## src/rtl/button_bank.sv

```systemverilog
// -----------------------------------------------------------------------------
// button_bank
//   Multi-channel front end for push buttons and switches. Each channel has a
//   two-flop synchroniser, a counter-based debouncer producing a clean level,
//   one-cycle press/release pulses, and an optional hold-to-repeat pulse train.
//   All outputs are registered. There is no combinational path from any input
//   to any output.
//
// Parameters
//   N          number of independent channels
//   DB_CYCLES  consecutive cycles the synchronised input must differ from the
//              level before the level toggles (>= 2)
//   RPT_DELAY  cycles from press to the first repeat pulse (>= 1)
//   RPT_PERIOD cycles between subsequent repeat pulses (>= 1)
//
// Ports
//   clk     system clock
//   rst     asynchronous, active-high reset
//   in      raw button/switch inputs, asynchronous to clk
//   rpt_en  per-channel auto-repeat enable, synchronous to clk
//   level   debounced level
//   press   one-cycle pulse on a debounced rising edge
//   rel     one-cycle pulse on a debounced falling edge
//   rpt     one-cycle auto-repeat pulse
//   fire    press | rpt, in the same cycle as its source
// -----------------------------------------------------------------------------
module button_bank #(
   parameter int N          = 5,
   parameter int DB_CYCLES  = 16,
   parameter int RPT_DELAY  = 1000000,
   parameter int RPT_PERIOD = 250000
) (
   input  logic         clk,
   input  logic         rst,
   input  logic [N-1:0] in,
   input  logic [N-1:0] rpt_en,
   output logic [N-1:0] level,
   output logic [N-1:0] press,
   output logic [N-1:0] rel,
   output logic [N-1:0] rpt,
   output logic [N-1:0] fire
);

   localparam int CW      = $clog2(DB_CYCLES);
   localparam int RPT_MAX = (RPT_DELAY > RPT_PERIOD) ? RPT_DELAY : RPT_PERIOD;
   localparam int TW      = $clog2(RPT_MAX + 1);

   localparam logic [CW-1:0] DB_LAST     = CW'(DB_CYCLES - 1);
   localparam logic [TW-1:0] DELAY_LAST  = TW'(RPT_DELAY - 1);
   localparam logic [TW-1:0] PERIOD_LAST = TW'(RPT_PERIOD - 1);

   // Auto-repeat states
   localparam logic [1:0] ST_IDLE   = 2'd0;
   localparam logic [1:0] ST_HOLD   = 2'd1;
   localparam logic [1:0] ST_REPEAT = 2'd2;

   for (genvar i = 0; i < N; i++) begin : g_ch
      logic [1:0]    sync;      // sync[0] = first stage, sync[1] = stable copy
      logic [CW-1:0] db_cnt;
      logic          lvl_q;
      logic          press_q;
      logic          rel_q;
      logic          rpt_q;
      logic          fire_q;
      logic [1:0]    state;
      logic [TW-1:0] timer;

      logic db_done;
      logic rise;
      logic fall;
      logic tick;
      logic leave;
      logic rpt_next;

      // The input has disagreed with the level long enough: toggle this edge.
      assign db_done = (sync[1] != lvl_q) && (db_cnt == DB_LAST);
      assign rise    = db_done && !lvl_q;
      assign fall    = db_done &&  lvl_q;

      assign tick = ((state == ST_HOLD)   && (timer == DELAY_LAST)) ||
                    ((state == ST_REPEAT) && (timer == PERIOD_LAST));

      // Leaving the repeat sequence suppresses a coincident tick, so no
      // repeat pulse can follow (or share a cycle with) the release.
      assign leave    = fall || !rpt_en[i];
      assign rpt_next = tick && !leave;

      // NOTE: every register here is updated with non-blocking assignments so
      // all channels and stages see pre-edge values, and the asynchronous
      // reset clears all state (no memories exist, so nothing is left out).
      always_ff @(posedge clk or posedge rst) begin
         if (rst) begin
            sync    <= '0;
            db_cnt  <= '0;
            lvl_q   <= 1'b0;
            press_q <= 1'b0;
            rel_q   <= 1'b0;
            rpt_q   <= 1'b0;
            fire_q  <= 1'b0;
            state   <= ST_IDLE;
            timer   <= '0;
         end else begin
            sync <= {sync[0], in[i]};

            // Debounce
            if (sync[1] == lvl_q || db_done) begin
               db_cnt <= '0;
            end else begin
               db_cnt <= db_cnt + CW'(1);
            end
            if (db_done) begin
               lvl_q <= !lvl_q;
            end

            press_q <= rise;
            rel_q   <= fall;
            rpt_q   <= rpt_next;
            fire_q  <= rise | rpt_next;

            // Auto-repeat
            case (state)
               ST_IDLE: begin
                  timer <= '0;
                  if (rise && rpt_en[i]) begin
                     state <= ST_HOLD;
                  end
               end
               ST_HOLD: begin
                  if (leave) begin
                     state <= ST_IDLE;
                     timer <= '0;
                  end else if (tick) begin
                     state <= ST_REPEAT;
                     timer <= '0;
                  end else begin
                     timer <= timer + TW'(1);
                  end
               end
               ST_REPEAT: begin
                  if (leave) begin
                     state <= ST_IDLE;
                     timer <= '0;
                  end else if (tick) begin
                     timer <= '0;
                  end else begin
                     timer <= timer + TW'(1);
                  end
               end
               default: begin
                  state <= ST_IDLE;
                  timer <= '0;
               end
            endcase
         end
      end

      assign level[i] = lvl_q;
      assign press[i] = press_q;
      assign rel[i]   = rel_q;
      assign rpt[i]   = rpt_q;
      assign fire[i]  = fire_q;
   end

endmodule

```

## config.mk

```make
export PLATFORM = sky130hd
export DESIGN_NAME = button_bank
export DESIGN_NICKNAME = d
export VERILOG_FILES = /design/src/rtl/button_bank.sv
export SDC_FILE = /design/constraint.sdc
export NUM_CORES = 1
export LEC_CHECK = 0
export ABC_AREA = 1
export ABC_CLOCK_PERIOD_IN_PS = 9780
export BUFFER_PORTS_ARGS = -buffer_cell sky130_fd_sc_hd__buf_2
export CAP_MARGIN = 20
export CORE_MARGIN = 2
export CORE_UTILIZATION = 57
export CTS_CLUSTER_SIZE = 25
export DETAILED_ROUTE_END_ITERATION = 7
export PLACE_DENSITY = 0.73
export SLEW_MARGIN = 20
export SYNTH_ARGS = -nofsm -noshare
export SYNTH_HDL_FRONTEND = slang
export SYNTH_SLANG_ARGS = --single-unit
```

## constraint.sdc

```tcl
create_clock -name clk -period 9.78 [get_ports clk]
set_clock_uncertainty 0.1 [all_clocks]
set_input_delay 1.956 -clock clk [delete_from_list [all_inputs] [get_ports clk]]
set_output_delay 1.956 -clock clk [all_outputs]
set_load 0.02 [all_outputs]
```

Yosys cells after proc, flatten, opt, wreduce, memory -nomap -nowiden
Cells that the tools add are included.
{"block": "op_classes", "n_mux": 45, "n_reduce_logical": 80, "addsub": 10, "bitwise": 5, "eq_ne": 50}
{"cell": "20-bit 2-to-1 mux", "n": 15}
{"cell": "20-bit by 1-bit adder with 20-bit output (second input constant)", "n": 5}
{"cell": "20-bit by 18-bit == test with 1-bit output (second input constant)", "n": 5}
{"cell": "20-bit == test (second input constant)", "n": 5}
{"cell": "2-bit 2-to-1 mux", "n": 20}
{"cell": "1-bit logical AND", "n": 35}
{"cell": "2-bit one-hot mux with 3 select lines", "n": 5}
{"cell": "4-bit by 1-bit adder with 4-bit output (second input constant)", "n": 5}
{"cell": "4-bit == test (second input constant)", "n": 5}
{"cell": "4-bit 2-to-1 mux", "n": 5}
{"cell": "2-bit inequality test (second input constant)", "n": 10}
{"cell": "1-bit logical NOT", "n": 15}
{"cell": "1-bit logical OR", "n": 15}
{"cell": "3-bit inequality test (second input constant)", "n": 5}
{"cell": "3-bit AND reduction", "n": 5}
{"cell": "2-bit by 1-bit == test with 1-bit output (second input constant)", "n": 5}
{"cell": "2-bit == test (second input constant)", "n": 5}
{"cell": "2-bit logical NOT", "n": 5}
{"cell": "2-bit OR reduction", "n": 5}
{"cell": "1-bit == test", "n": 5}
{"cell": "1-bit inequality test", "n": 5}
{"cell": "1-bit OR", "n": 5}
{"block": "word_totals", "reg_bits": 165, "out_inout_bits": 25, "inputBits": 12}

Depth between registers and ports, before layout
{"block": "depth", "word_depth": 7, "ltp_mapped": 13}

Worst setup path after synthesis
No wires, ideal clock.
{"block": "synth_timing", "path_type": "input-to-reg", "start": "input port rpt_en[0]", "end": "register g_ch[0].timer[10]", "n_path_buf": 1, "arrival_time_ps": 2419, "required_ps": 9594, "cell_stages": 5, "path_slack_ps": 7176, "path_cell_list": "nand2_1 inv_1 nand3_2 buf_6 nor3_1"}
{"block": "synth_between", "elab_chain_len": 4}
{"element": "from (decl)", "line": "36", "text": "input logic [N-1:0] rpt_en,"}
{"element": "1-bit logical NOT", "line": "85", "text": "assign leave = fall || !rpt_en[i];"}
{"element": "1-bit logical OR", "line": "85"}
{"element": "20-bit 2-to-1 mux", "line": "140", "text": "if (leave) begin"}
{"element": "20-bit 2-to-1 mux"}
{"element": "to (signal assigned)", "line": "136", "text": "timer <= timer + TW'(1);"}
{"element": "to (signal assigned)", "line": "146", "text": "timer <= timer + TW'(1);"}
{"element": "to (decl)", "line": "66", "text": "logic [TW-1:0] timer;"}
No other way between the ends.
A chain may end at the register's enable or synchronous reset.

==> metrics.md <==
| Metric | Value |
|---|---|
| ANT cells | `0` |
| # IOs | `37` |
| Fin crit share | `0.326` |
| Synth async-reset ratio | `1.00` |
| Critical Path Start | `rst` |
| Post-synth top area cell | `dfrtp_1` |
| Post-Syn Instances | `between 1000 and 1500` |
| Htree depth | `4` |
| Number of nets in the layout | `around 1300` |
| Slew HR | `0.394` |
| Vias per inst | `5.03` |
| Net Sw Frac | `0.261` |
| Die Width | `132 um` |
| Synthesized cell area | `0.00939 mm2` |
| ANT nets after route | `0` |
| P_leak | `0.00495 uW` |
| EDFF count, synth | `0` |
| R2r setup slk | `7.64 ns` |
| Clock Power Share | `0.424` |
| Pint | `between 1000 and 1500 uW` |
| Worst-margin pin slew | `between 0.9 and 1 ns` |
| Total GRT Usage | `0.212` |
| RSZ-0062 raised after global routing | `false` |
| Register area share after synthesis | `0.440` |
| Sequential share of power | `0.458` |
| Post-synth top area share | `0.440` |
| DR iter-0 viols | `586` |
| Postcts setup bufs | `0` |
| P_sw | `420 uW` |
| CTS hold repair buffers | `0` |
| Most frequent cells after synthesis | `nand2_1, nor2_1, inv_1` |
| WP data required | `approximately 10 ns` |
| Hold EP | `g_ch[0].sync[1]$_DFF_PP0_` |
| Status | `finished, final reports clean` |
| Reg-to-Reg Start | `g_ch[4].timer[0]$_DFF_PP0_` |
| Power share of the combinational group | `0.118` |
| Worst min path class | `reg -> reg` |
| Clock sinks | `165` |
| Final WL | `17600 um` |
| Total number of vias | `7389` |
| Synth Area per Inst | `7.63 um2` |
| Synth cell types | `36` |
| CP endpoint kind | `async pin` |
| Clock transition at path regs | `0.06 ns` |
| Vias in the first global route | `around 7100` |
| CTS tree | `built` |
| Core Rows | `46` |
| CP max FO | `90` |
| Dpl cell area | `0.00951 mm2` |
| CP max stage delay | `between 0.8 and 0.9 ns` |
| I/O Buffers | `36` |
| Total CTS buffers | `17` |
| Multi-input gate area | `about 0.0043 mm2` |
| Area of the die | `0.0175 mm2` |
| PwrDens | `159 mW/mm2` |
| Top cells by area, synth | `dfrtp_1, nand2_1, nor2_1, inv_1, xor2_1` |
| Hold Vio Cnt, Final | `0` |
| YS warnings | `0` |
| CP arrival | `3.52 ns` |
| Post-route cell area | `0.0101 mm2` |
| HPWL after DPL | `~13000 um` |
| First drt pass iteration count | `5` |
| Root Buffer | `clkbuf_16` |
| WS Path Type | `in -> async` |
| Worst skew pair latency | `0.43 ns` |
| Post-synth net total | `1267` |
| Worst Hold Depth | `0` |
| Post-CTS sizing | `0` |
| GR Overflow Total | `0` |
| Gpl congestion | `0.927` |
| Setup TNS | `0 ns` |
| Slowest stage cell on the critical path | `buf_4` |
| Die Height | `132 um` |
| Wirelength per Cell | `12.0 um` |
| Largest net degree at the start of global routing | `91` |
| Reg2reg path depth | `6` |
| Initial antenna violation count | `0` |
| DR DRC count | `0` |
| Maxcap violations | `0` |
| Layout cells sized above 1 | `0.0926` |
| CTS Buffer Depth | `2` |
| Hold path startpoint | `g_ch[0].sync[0]$_DFF_PP0_` |
| # setup viols final | `0` |
| Max frequency | `313 MHz` |
| Final count of pins violating max slew | `0` |
| Flops & latches, synth | `165` |
| Final worst path period need | `around 3.2 ns` |
| CP Cell Sequence | `buf_2 > inv_6 > buf_4` |
| Layout area overhead | `7.77%` |
| Register area | `approximately 0.0041 mm2` |
| Startpoint Class | `input pin` |
| Most frequent cell after synthesis | `nand2_1` |
| Core Region | `between 0.015 and 0.02 mm2` |
| Final-layout fill cell count | `between 1000 and 1500` |
| Worst flop-to-flop path endpoint | `g_ch[4].timer[18]$_DFF_PP0_` |
| Final hold slack | `0.248 ns` |
| Starting Density | `0.587` |
| Most used DFF post-synth | `dfrtp_1` |
| First-pass GRT wire length | `around 31000 um` |
| Worst vdd ir | `0.146 mV` |
## cells by family (layout without fill, tap and decap cells)
kind of cell,Yosys count,after routing,share of synthesized area
XOR/XNOR,59,59,0.0550
adder cells (fa/ha/maj),25,25,0.0333
AND/OR/NAND/NOR,729,729,0.346
flip-flops,165,165,0.440
AO/OA/AOI/OAI,33,33,0.0201
buffers and inverters,219,242,0.106
## worst max path at each step
stage / slack, ns / endpoint / depth (start not counted)
3_5_place_dp: 5.98 / g_ch[2].timer[18]$_DFF_PP0_ / 3
2_1_floorplan: 3.26 / g_ch[0].db_cnt[0]$_DFF_PP0_ / 1
3_3_place_gp: 5.99 / g_ch[2].state[1]$_DFFE_PP0P_ / 3
5_1_grt: 6.21 / g_ch[1].timer[15]$_DFF_PP0_ / 3
4_1_cts: 6.45 / g_ch[1].timer[10]$_DFF_PP0_ / 3
6_report: 6.59 / g_ch[2].fire_q$_DFF_PP0_ / 3
## flip-flops by register name, indices dropped and copies added (netlist names)
signal / cells
g_ch.press_q: 5
g_ch.fire_q: 5
g_ch.state: 10
g_ch.rel_q: 5
g_ch.lvl_q: 5
g_ch.timer: 100
g_ch.db_cnt: 20
g_ch.sync: 10
g_ch.rpt_q: 5
## worst max-delay path, delay by kind of cell
| kind | cells | cell delay, ns |
|---|---|---|
| buffers and inverters | 3 | 1.49 |
## cell usage in the layout, fill, tap and decap left out, types with 4 or more instances in the layout
master / count
buf_2: 36
clkbuf_8: 6
nor3b_1: 5
xnor2_1: 6
inv_1: 167
o21bai_1: 4
nor3_2: 10
inv_2: 7
nor3_1: 37
nor2_1: 245
nand4_1: 27
nand2_2: 4
nand2_1: 276
nand3_1: 87
nand3b_1: 5
clkbuf_16: 17
xor2_1: 53
nor2_2: 14
dfrtp_1: 165
o21ai_0: 17
ha_1: 25
## area by class of cell
| cell class | count | share of cell area |
|---|---|---|
| Multi-Input combinational cell | 846 | 0.422 |
| Sequential cell | 165 | 0.408 |
| Clock buffer | 24 | 0.0506 |
| Timing Repair Buffer | 37 | 0.0186 |
| Inverter | 175 | 0.0654 |
| Tap cell | 216 | 0.0267 |
| Clock inverter | 6 | 0.00903 |
## power groups by stage
stage / Sequential (uW) / Clock, uW / Combinational, uW
after floorplan: 742 / 0 / 170
after global placement: 746 / 0 / 189
after detailed placement: 748 / 0 / 192
after CTS: 735 / 692 / 194
after global routing: 740 / 724 / 223
final: 735 / 682 / 190
## per-stage QoR
stage | cells | worst slack, ns | util | total power, uW
after floorplan | 1230 | 3.26 | - | 912
final | 1469 | 6.59 | 0.632 | 1610
after detailed placement | 1439 | 5.98 | 0.595 | 940
after global placement | 1439 | 5.99 | 0.595 | 935
after global routing | 1469 | 6.21 | 0.632 | 1690
after CTS | 1469 | 6.45 | 0.632 | 1620
## per-layer routing
layer / track usage / vias to the layer above / routed length, um
li1: - / 3818 / -
met1: 0.277 / 3410 / 8290
met2: 0.351 / 148 / 8410
met3: 0.0461 / 13 / 743
met4: 0.0699 / 0 / 186
met5: 0 / - / 0
(Power assumes the default switching activity.)
